## src/rtl/vga_pattern_gen.sv

```systemverilog
// rtl/vga_pattern_gen.sv - two-stage VGA test-pattern colour pipeline (optional border: VGA_PATTERN_BORDER_EN)
module vga_pattern_gen #(
    parameter int BOX_SIZE   = 32,
    parameter int STEP       = 2,
    parameter int CHECK_LOG2 = 4
) (
    input  logic       clk,
    input  logic       rst,
    input  logic       hs_in,
    input  logic       vs_in,
    input  logic       draw,
    input  logic [9:0] x,
    input  logic [9:0] y,
    input  logic [1:0] mode,
    output logic [7:0] rgb,
    output logic       hs_out,
    output logic       vs_out,
    output logic [7:0] frame_cnt
);

    localparam logic [9:0]  LX     = 10'(640 - BOX_SIZE);
    localparam logic [9:0]  LY     = 10'(480 - BOX_SIZE);
    localparam logic [10:0] STEP_W = 11'(STEP);
    localparam logic [10:0] BOX_W  = 11'(BOX_SIZE);

    // Frame-rate state: active pattern, box position and direction (1 = moving towards 0)
    logic [1:0] active_mode;
    logic [9:0] box_x, box_y;
    logic       dir_x, dir_y;

    // Stage 1 registers
    logic       s1_draw, s1_hs, s1_vs;
    logic [7:0] s1_x;
    logic [2:0] s1_bar;
    logic       s1_hit, s1_chk;
`ifdef VGA_PATTERN_BORDER_EN
    logic       s1_border;
    logic       border_c;
`endif

    logic       frame_tick;
    logic [2:0] bar_c;
    logic       hit_c, chk_c;
    logic [10:0] next_x, next_y;
    logic [7:0] colour;

    // One axis of box motion; returns {new_dir, new_pos}. Compare before subtract so no underflow.
    function automatic logic [10:0] step_axis(input logic [9:0] pos, input logic dir_neg,
                                              input logic [9:0] limit);
        logic [10:0] sum;
        sum = {1'b0, pos} + STEP_W;
        if (!dir_neg) begin
            if (sum >= {1'b0, limit}) return {1'b1, limit};
            else                      return {1'b0, sum[9:0]};
        end else begin
            if (pos <= STEP_W[9:0])   return {1'b0, 10'd0};
            else                      return {1'b1, pos - STEP_W[9:0]};
        end
    endfunction

    // Colour-bar palette, left to right
    function automatic logic [7:0] bar_colour(input logic [2:0] bar);
        case (bar)
            3'd0:    return 8'hFF;
            3'd1:    return 8'hFC;
            3'd2:    return 8'h1F;
            3'd3:    return 8'h1C;
            3'd4:    return 8'hE3;
            3'd5:    return 8'hE0;
            3'd6:    return 8'h03;
            default: return 8'h00;
        endcase
    endfunction

    assign frame_tick = (x == 10'd0) && (y == 10'd480);
    assign next_x     = step_axis(box_x, dir_x, LX);
    assign next_y     = step_axis(box_y, dir_y, LY);

    // Stage-1 pattern decode from the raw counters
    always_comb begin
        bar_c = 3'd7;
        if      (x < 10'd80)  bar_c = 3'd0;
        else if (x < 10'd160) bar_c = 3'd1;
        else if (x < 10'd240) bar_c = 3'd2;
        else if (x < 10'd320) bar_c = 3'd3;
        else if (x < 10'd400) bar_c = 3'd4;
        else if (x < 10'd480) bar_c = 3'd5;
        else if (x < 10'd560) bar_c = 3'd6;
        hit_c = ({1'b0, x} >= {1'b0, box_x}) && ({1'b0, x} < ({1'b0, box_x} + BOX_W)) &&
                ({1'b0, y} >= {1'b0, box_y}) && ({1'b0, y} < ({1'b0, box_y} + BOX_W));
        chk_c = x[CHECK_LOG2] ^ y[CHECK_LOG2];
`ifdef VGA_PATTERN_BORDER_EN
        border_c = (x == 10'd0) || (x == 10'd639) || (y == 10'd0) || (y == 10'd479);
`endif
    end

    // Per-frame state updates on the first blanking line
    always_ff @(posedge clk) begin
        if (rst) begin
            frame_cnt   <= 8'd0;
            active_mode <= 2'd0;
            box_x       <= 10'd0;
            box_y       <= 10'd0;
            dir_x       <= 1'b0;
            dir_y       <= 1'b0;
        end else if (frame_tick) begin
            frame_cnt   <= frame_cnt + 8'd1;
            active_mode <= mode;
            {dir_x, box_x} <= next_x;
            {dir_y, box_y} <= next_y;
        end
    end

    // Stage 1: register syncs, draw flag and decoded pattern bits
    always_ff @(posedge clk) begin
        if (rst) begin
            s1_draw <= 1'b0;
            s1_hs   <= 1'b1;
            s1_vs   <= 1'b1;
            s1_x    <= 8'd0;
            s1_bar  <= 3'd0;
            s1_hit  <= 1'b0;
            s1_chk  <= 1'b0;
`ifdef VGA_PATTERN_BORDER_EN
            s1_border <= 1'b0;
`endif
        end else begin
            s1_draw <= draw;
            s1_hs   <= hs_in;
            s1_vs   <= vs_in;
            s1_x    <= x[7:0];
            s1_bar  <= bar_c;
            s1_hit  <= hit_c;
            s1_chk  <= chk_c;
`ifdef VGA_PATTERN_BORDER_EN
            s1_border <= border_c;
`endif
        end
    end

    // Stage-2 colour select with blanking last so it always wins
    always_comb begin
        colour = 8'h00;
        case (active_mode)
            2'd0:    colour = bar_colour(s1_bar);
            2'd1:    colour = s1_chk ? 8'hFF : 8'h00;
            2'd2:    colour = s1_hit ? 8'hE0 : 8'h03;
            default: colour = s1_x + frame_cnt;
        endcase
`ifdef VGA_PATTERN_BORDER_EN
        if (s1_border) colour = 8'hFF;
`endif
        if (!s1_draw) colour = 8'h00;
    end

    // Stage 2: registered colour and syncs
    always_ff @(posedge clk) begin
        if (rst) begin
            rgb    <= 8'h00;
            hs_out <= 1'b1;
            vs_out <= 1'b1;
        end else begin
            rgb    <= colour;
            hs_out <= s1_hs;
            vs_out <= s1_vs;
        end
    end

endmodule

```

## config.mk

```make
export PLATFORM = sky130hd
export DESIGN_NAME = vga_pattern_gen
export DESIGN_NICKNAME = d
export VERILOG_FILES = /design/src/rtl/vga_pattern_gen.sv
export SDC_FILE = /design/constraint.sdc
export NUM_CORES = 1
export LEC_CHECK = 0
export ABC_AREA = 1
export CORE_AREA = 2 2 98 123
export CTS_CLUSTER_DIAMETER = 100
export DETAILED_ROUTE_END_ITERATION = 6
export DIE_AREA = 0 0 100 125
export PLACE_DENSITY = 0.64
export RECOVER_POWER = 100
export SLEW_MARGIN = 25
export SYNTH_ARGS = -nofsm -noshare
export SYNTH_HDL_FRONTEND = slang
export SYNTH_SLANG_ARGS = --single-unit
```

## constraint.sdc

```tcl
create_clock -name clk -period 3.15 [get_ports clk]
set_input_delay 0.315 -clock clk [delete_from_list [all_inputs] [get_ports clk]]
set_output_delay 0.315 -clock clk [all_outputs]
set_load 0.005 [all_outputs]
```

==> flow_metrics.py, run 1 <==
metrics = {
    "timing": {
        "whs_ps": 410,
        "setup_violations": 0,
        "finalSetupTns_ps": 0,
        "fin_crit_ps": 2440,
        "rsz0062_at_grt": "no",
        "timing_hold_violations_final": 0,
        "drv_slew": 0,
        "clock-skew-final_ps": 8.16,
        "tightest_slew_ps": 1170,
        "max_freq_mhz": 409,
        "relSlewSlack_pct": 21.9,
        "fin_ws_ps": 707,
        "min_period_over_period_pct": 77.5,
    },
    "flow_run": {
        "cap_violations": 0,
    },
    "worst_hold_path": {
        "hold_path.class": "reg -> reg",
    },
    "place": {
        "dp_hpwl_um": 9280,
        "pre_cts_ws_ps": 902,
        "gp_congestion": 0.899,
        "io_buffers": 44,
        "dpl-instance-area_um2": 4900,
    },
    "power_and_ir_drop": {
        "p_leak_nw": 2.31,
        "power_density_nw_per_um2": 294,
        "peakVddDrop_mv": 0.248,
    },
    "clock_tree": {
        "post_cts_resized": 0,
        "cts_buffer_depth": 2,
        "cts_buffers": 5,
        "hold_buffers": 0,
        "cts_setup_buffers": 0,
        "cts_htree_levels": 2,
        "cts_tree": "yes",
        "cts.sinks": 56,
        "cts.clk_slew.worst_paths_ps": 80,
        "cts_root_buffer": "clkbuf_16",
        "worstSkewPairLatency_ps": 300,
    },
    "layout": {
        "fin_util_pct": 43.9,
        "drive_gt1_share_pct": 6.14,
        "fin_area_um2": 5030,
        "seqCellArea_um2": 1120,
        "nets": 757,
        "final_cell_mix": "nand2_1, inv_1, nor2_1, a21oi_1, dfxtp_1",
        "fillerInstances": 1200,
        "layout_commonest_cell": "nand2_1",
        "multi_input_area_um2": 2850,
        "diodes": 0,
        "syn_to_final_growth_pct": 15.9,
    },
    "synthesis": {
        "synth_warnings": 0,
        "syn_inst": 642,
        "synth-edff-count": 0,
        "synth.distinct_cells": 42,
        "async_reset_ff_share_pct": 0,
        "yosysSeqAreaShare_pct": 25.8,
        "ys.flop_type": "dfxtp_1",
        "synth_seq_cells": 56,
        "synth.avg_cell_area_um2": 6.76,
        "syn_area_um2": 4340,
        "synth_nets": 716,
    },
    "critical_path": {
        "critical_path.cell_chain": "dlygate4sd3_1 -> inv_1 -> nor2_1 -> nand2_1 -> nor3_1 -> nand3b_1 -> clkbuf_1 -> nor2_1 -> xnor2_1 -> nor2_1",
        "cp.required_ps": 3290,
        "crit_fanout": 21,
        "critical_path_class": "in -> reg",
        "cp-end-kind": "register",
        "cpMostUsedCell": "nor2_1",
        "crit_slowest_cell": "dlygate4sd3_1",
        "worstPathArrival_ps": 2580,
        "critical-path-max-stage-delay_ps": 610,
        "cp-start-kind": "input port",
    },
    "floorplanning": {
        "core_um2": 11500,
        "io_pins": 45,
        "die_h_um": 125,
        "start_util_pct": 37.9,
        "rows": 44,
        "fp.dieArea_um2": 12500,
        "die_w_um": 100,
    },
    "route": {
        "dr.pass1.iters": 5,
        "wl_um": 11700,
        "via_per_inst": 5.15,
        "wire_per_inst_um": 14.3,
        "vias": 4237,
        "drtIter0Drc": 178,
        "postRouteAntennaNets": 0,
        "drc": 0,
    },
    "global_routing": {
        "grt_pass1_wl_um": 19700,
        "grt_pass1_vias": 4189,
        "grtUsageTotal_pct": 19.5,
        "grt.overflow.total": 0,
        "grt_max_degree": 26,
        "antenna_found_initial": 0,
    },
    "status": {
        "outcome": "completed",
    },
}
-- area by class of cell --
class / count / area share (%)
Multi-Input combinational cell: 496 / 56.6
Inverter: 78 / 5.82
Sequential cell: 56 / 22.3
Tap cell: 138 / 3.43
Clock buffer: 5 / 2.49
Clock inverter: 3 / 0.423
Timing Repair Buffer: 46 / 8.91
-- Yosys cell counts, types with 2 or more instances --
| library cell | count | area (µm²) |
|---|---|---|
| nor2_4 | 3 | 33.8 |
| or2_2 | 6 | 37.5 |
| dfxtp_1 | 56 | 1120 |
| o21ai_0 | 30 | 150 |
| xor2_1 | 23 | 201 |
| nand3_1 | 44 | 220 |
| o21ai_2 | 2 | 17.5 |
| a31oi_1 | 6 | 37.5 |
| ha_1 | 46 | 576 |
| o211ai_1 | 3 | 22.5 |
| a21oi_1 | 66 | 330 |
| nand2_2 | 4 | 25.0 |
| nand2_1 | 131 | 492 |
| xnor2_1 | 3 | 26.3 |
| nor2_2 | 6 | 37.5 |
| nor2_1 | 73 | 274 |
| o21a_1 | 2 | 15.0 |
| clkbuf_1 | 5 | 18.8 |
| buf_2 | 2 | 10.0 |
| nand4_1 | 14 | 87.6 |
| nand3_2 | 7 | 70.1 |
| inv_1 | 71 | 267 |
| nor3_1 | 4 | 20.0 |
| inv_2 | 7 | 26.3 |
| nand3b_1 | 2 | 15.0 |
| o21ai_1 | 8 | 40.0 |
| buf_4 | 3 | 22.5 |
-- worst max-delay path, delay by kind of cell --
| kind | cells | cell delay [ps] |
|---|---|---|
| simple gates | 6 | 990 |
| buf+inv | 3 | 1130 |
| xor+xnor | 1 | 140 |
-- report_power, final --
part,switching (mW),leakage (nW),internal (mW),total (mW)
Sequential,0.00478,0.457,0.724,0.729
Clock,0.274,0.0702,0.297,0.571
Combinational,0.0970,1.78,0.0807,0.178
-- layer usage --
metal | global-route usage [%] | share of wire (%) | vias up
li1 | - | - | 2211
met1 | 23.2 | 43 | 1913
met2 | 35.7 | 52 | 93
met3 | 2.35 | 3.4 | 20
met4 | 6.53 | 1.8 | 0
met5 | 0 | 0 | -
-- cell families after synthesis --
family / share of synthesized area (%)
and+or+nand+nor: 31.6
DFF: 25.8
buffers and inverters: 8.28
xor gates and xnor gates: 5.25
adders and majority gates: 13.7
AOI/OAI and AO/OA: 15.3
-- path summary, 6_finish.rpt --
kind            start            to  slack [ps]  depth (start not counted)
max              y[8]  frame_cnt[5]         710                         10
min             s1_vs        vs_out         410                          1
max reg2reg  box_x[6]        s1_hit        1060                         11
min reg2reg     s1_vs        vs_out         410                          1
-- metrics by stage --
| stage | total power [mW] | instances |
|---|---|---|
| 6_report | 1.48 | 822 |
| 5_1_grt | 1.54 | 822 |
| 4_1_cts | 1.50 | 822 |
| 2_1_floorplan | 0.842 | 642 |
| 3_5_place_dp | 0.928 | 814 |
| 3_3_place_gp | 0.924 | 814 |
-- sequential cells by signal (all words and copies together) (netlist names) --
name         cells
s1_chk           1
s1_hit           1
frame_cnt        8
s1_vs            1
s1_hs            1
dir_y            1
s1_bar           3
active_mode      2
rgb              8
box_y            9
s1_x             8
hs_out           1
s1_draw          1
vs_out           1
box_x            9
dir_x            1
No activity file was read; power rests on OpenSTA's default activity.
==> inputs of run 2 (changes only) <==
Clock period 3.15 ns to 2.48 ns, I/O delays scaled along.
==> flow_metrics.py, run 2 (synthesis results as in run 1) <==
metrics = {
    "critical_path": {
        "crit_fanout": 18,
        "critical_path.cell_chain": "dlygate4sd3_1 -> inv_1 -> nor2_1 -> nand2_1 -> nor3_1 -> nand2_2 -> nor2_8 -> o21ai_0 -> o21ai_0 -> inv_1",
        "crit_slowest_cell": "dlygate4sd3_1",
        "cp-start-kind": "input port",
        "cp.required_ps": 2670,
        "r2r-start": "box_y[1]",
        "startpoint": "y[8]",
        "r2r_slack_ps": 360,
        "critical-path-max-stage-delay_ps": 580,
        "worstPathArrival_ps": 2320,
        "critical_path_class": "in -> reg",
        "cp-end-kind": "register",
    },
    "floorplanning": {
        "die_w_um": 100,
        "core_um2": 11500,
        "io_pins": 45,
        "start_util_pct": 37.9,
        "fp.dieArea_um2": 12500,
        "rows": 44,
        "die_h_um": 125,
    },
    "timing": {
        "clock-skew-final_ps": 3.91,
        "drv_slew": 0,
        "relSlewSlack_pct": 21.9,
        "max_freq_mhz": 469,
        "timing_hold_violations_final": 0,
        "tightest_slew_ps": 1170,
        "min_period_over_period_pct": 85.9,
        "fin_crit_ps": 2130,
        "setup_violations": 0,
        "whs_ps": 413,
        "finalSetupTns_ps": 0,
        "rsz0062_at_grt": "no",
    },
    "route": {
        "wl_um": 11600,
        "vias": 4281,
        "dr.pass1.iters": 4,
        "via_per_inst": 5.21,
        "drc": 0,
        "drtIter0Drc": 156,
        "postRouteAntennaNets": 0,
        "wire_per_inst_um": 14.1,
    },
    "global_routing": {
        "grt_use_met1_pct": 22.2,
        "grt_pass1_wl_um": 20000,
        "grtUsageTotal_pct": 19.5,
        "grt.overflow.total": 0,
        "grt.met3_usage_pct": 2.01,
        "grt_max_degree": 26,
        "met2_usage_pct": 35.8,
        "grt_pass1_vias": 4410,
        "antenna_found_initial": 0,
        "busiest_layer": "met2",
    },
    "power_and_ir_drop": {
        "peakVddDrop_mv": 0.257,
        "netSwitchingFraction_pct": 25.0,
        "p_comb_share_pct": 12.1,
        "power_frac_clock_pct": 38.3,
        "p_seq_share_pct": 49.6,
        "power_density_nw_per_um2": 372,
        "p_leak_nw": 2.30,
        "p_sw_mw": 0.467,
        "intPower_mw": 1.40,
    },
    "layout": {
        "diodes": 0,
        "layout_commonest_cell": "nand2_1",
        "fillerInstances": 1201,
        "drive_gt1_share_pct": 5.99,
        "reg.largest.list": "box_x: 9 flops, box_y: 9 flops",
        "syn_to_final_growth_pct": 15.7,
        "nets": 757,
        "final_cell_mix": "nand2_1, nor2_1, inv_1, a21oi_1, dfxtp_1",
    },
    "clock_tree": {
        "cts_htree_levels": 2,
        "cts_setup_buffers": 0,
        "worstSkewPairLatency_ps": 290,
        "cts_buffer_depth": 2,
        "post_cts_resized": 0,
        "cts_buffers": 5,
        "cts.sinks": 56,
        "cts_tree": "yes",
        "cts_root_buffer": "clkbuf_16",
        "cts.clk_slew.worst_paths_ps": 70,
        "hold_buffers": 0,
    },
    "place": {
        "io_buffers": 44,
        "dp_hpwl_um": 9180,
        "gp_congestion": 0.954,
    },
    "flow_run": {
        "cap_violations": 0,
    },
    "worst_hold_path": {
        "hold_path.class": "reg -> reg",
        "min_from": "s1_vs",
    },
    "status": {
        "outcome": "completed",
    },
}
==> run 2: per-layer routing <==
layer | share of wire [%] | routed length, µm | vias up
met5 | 0 | 0 | -
met4 | 3.9 | 447 | 0
li1 | - | - | 2196
met1 | 41 | 4740 | 1950
met2 | 53 | 6100 | 102
met3 | 2.6 | 307 | 33
==> run 2: power by group through the flow <==
| stage | clock (mW) | sequential, mW | combinational (mW) |
|---|---|---|---|
| after floorplan | 0 | 0.947 | 0.122 |
| after global placement | 0 | 0.948 | 0.223 |
| after detailed placement | 0 | 0.947 | 0.230 |
| after CTS | 0.737 | 0.926 | 0.231 |
| after global routing | 0.764 | 0.928 | 0.257 |
| final | 0.716 | 0.926 | 0.226 |
==> run 2: metrics by stage <==
step | worst slack (ps) | utilization (%) | power, mW | instances | instance area (µm²)
after CTS | 469 | 44.1 | 1.89 | 822 | 5040
after global routing | 181 | 43.8 | 1.95 | 822 | 5020
after floorplan | 686 | - | 1.07 | 642 | 4340
final | 350 | 43.8 | 1.87 | 822 | 5020
after global placement | 331 | 42.8 | 1.17 | 814 | 4900
after detailed placement | 302 | 42.8 | 1.18 | 814 | 4900
==> run 2: path summary, 6_finish.rpt <==
check / cells past startpoint / to
hold / removal: 1 / vs_out
setup / recovery: 10 / box_x[6]
setup reg to reg: 8 / box_y[5]
hold reg to reg: 1 / vs_out
==> run 2: worst max-delay path, delay by kind of cell <==
| kind | cells | cell delay (ps) |
|---|---|---|
| and+or+nand+nor | 5 | 1030 |
| buffers and inverters | 3 | 690 |
| AOI/OAI and AO/OA | 2 | 330 |
==> run 2: cell type report <==
type	instances	area, µm²	area share (%)
Multi-Input combinational cell	496	2840	56.5
Sequential cell	56	1120	22.3
Timing Repair Buffer	46	452	9.00
Inverter	78	293	5.83
Tap cell	138	173	3.44
Clock buffer	6	129	2.57
Clock inverter	2	16.3	0.324
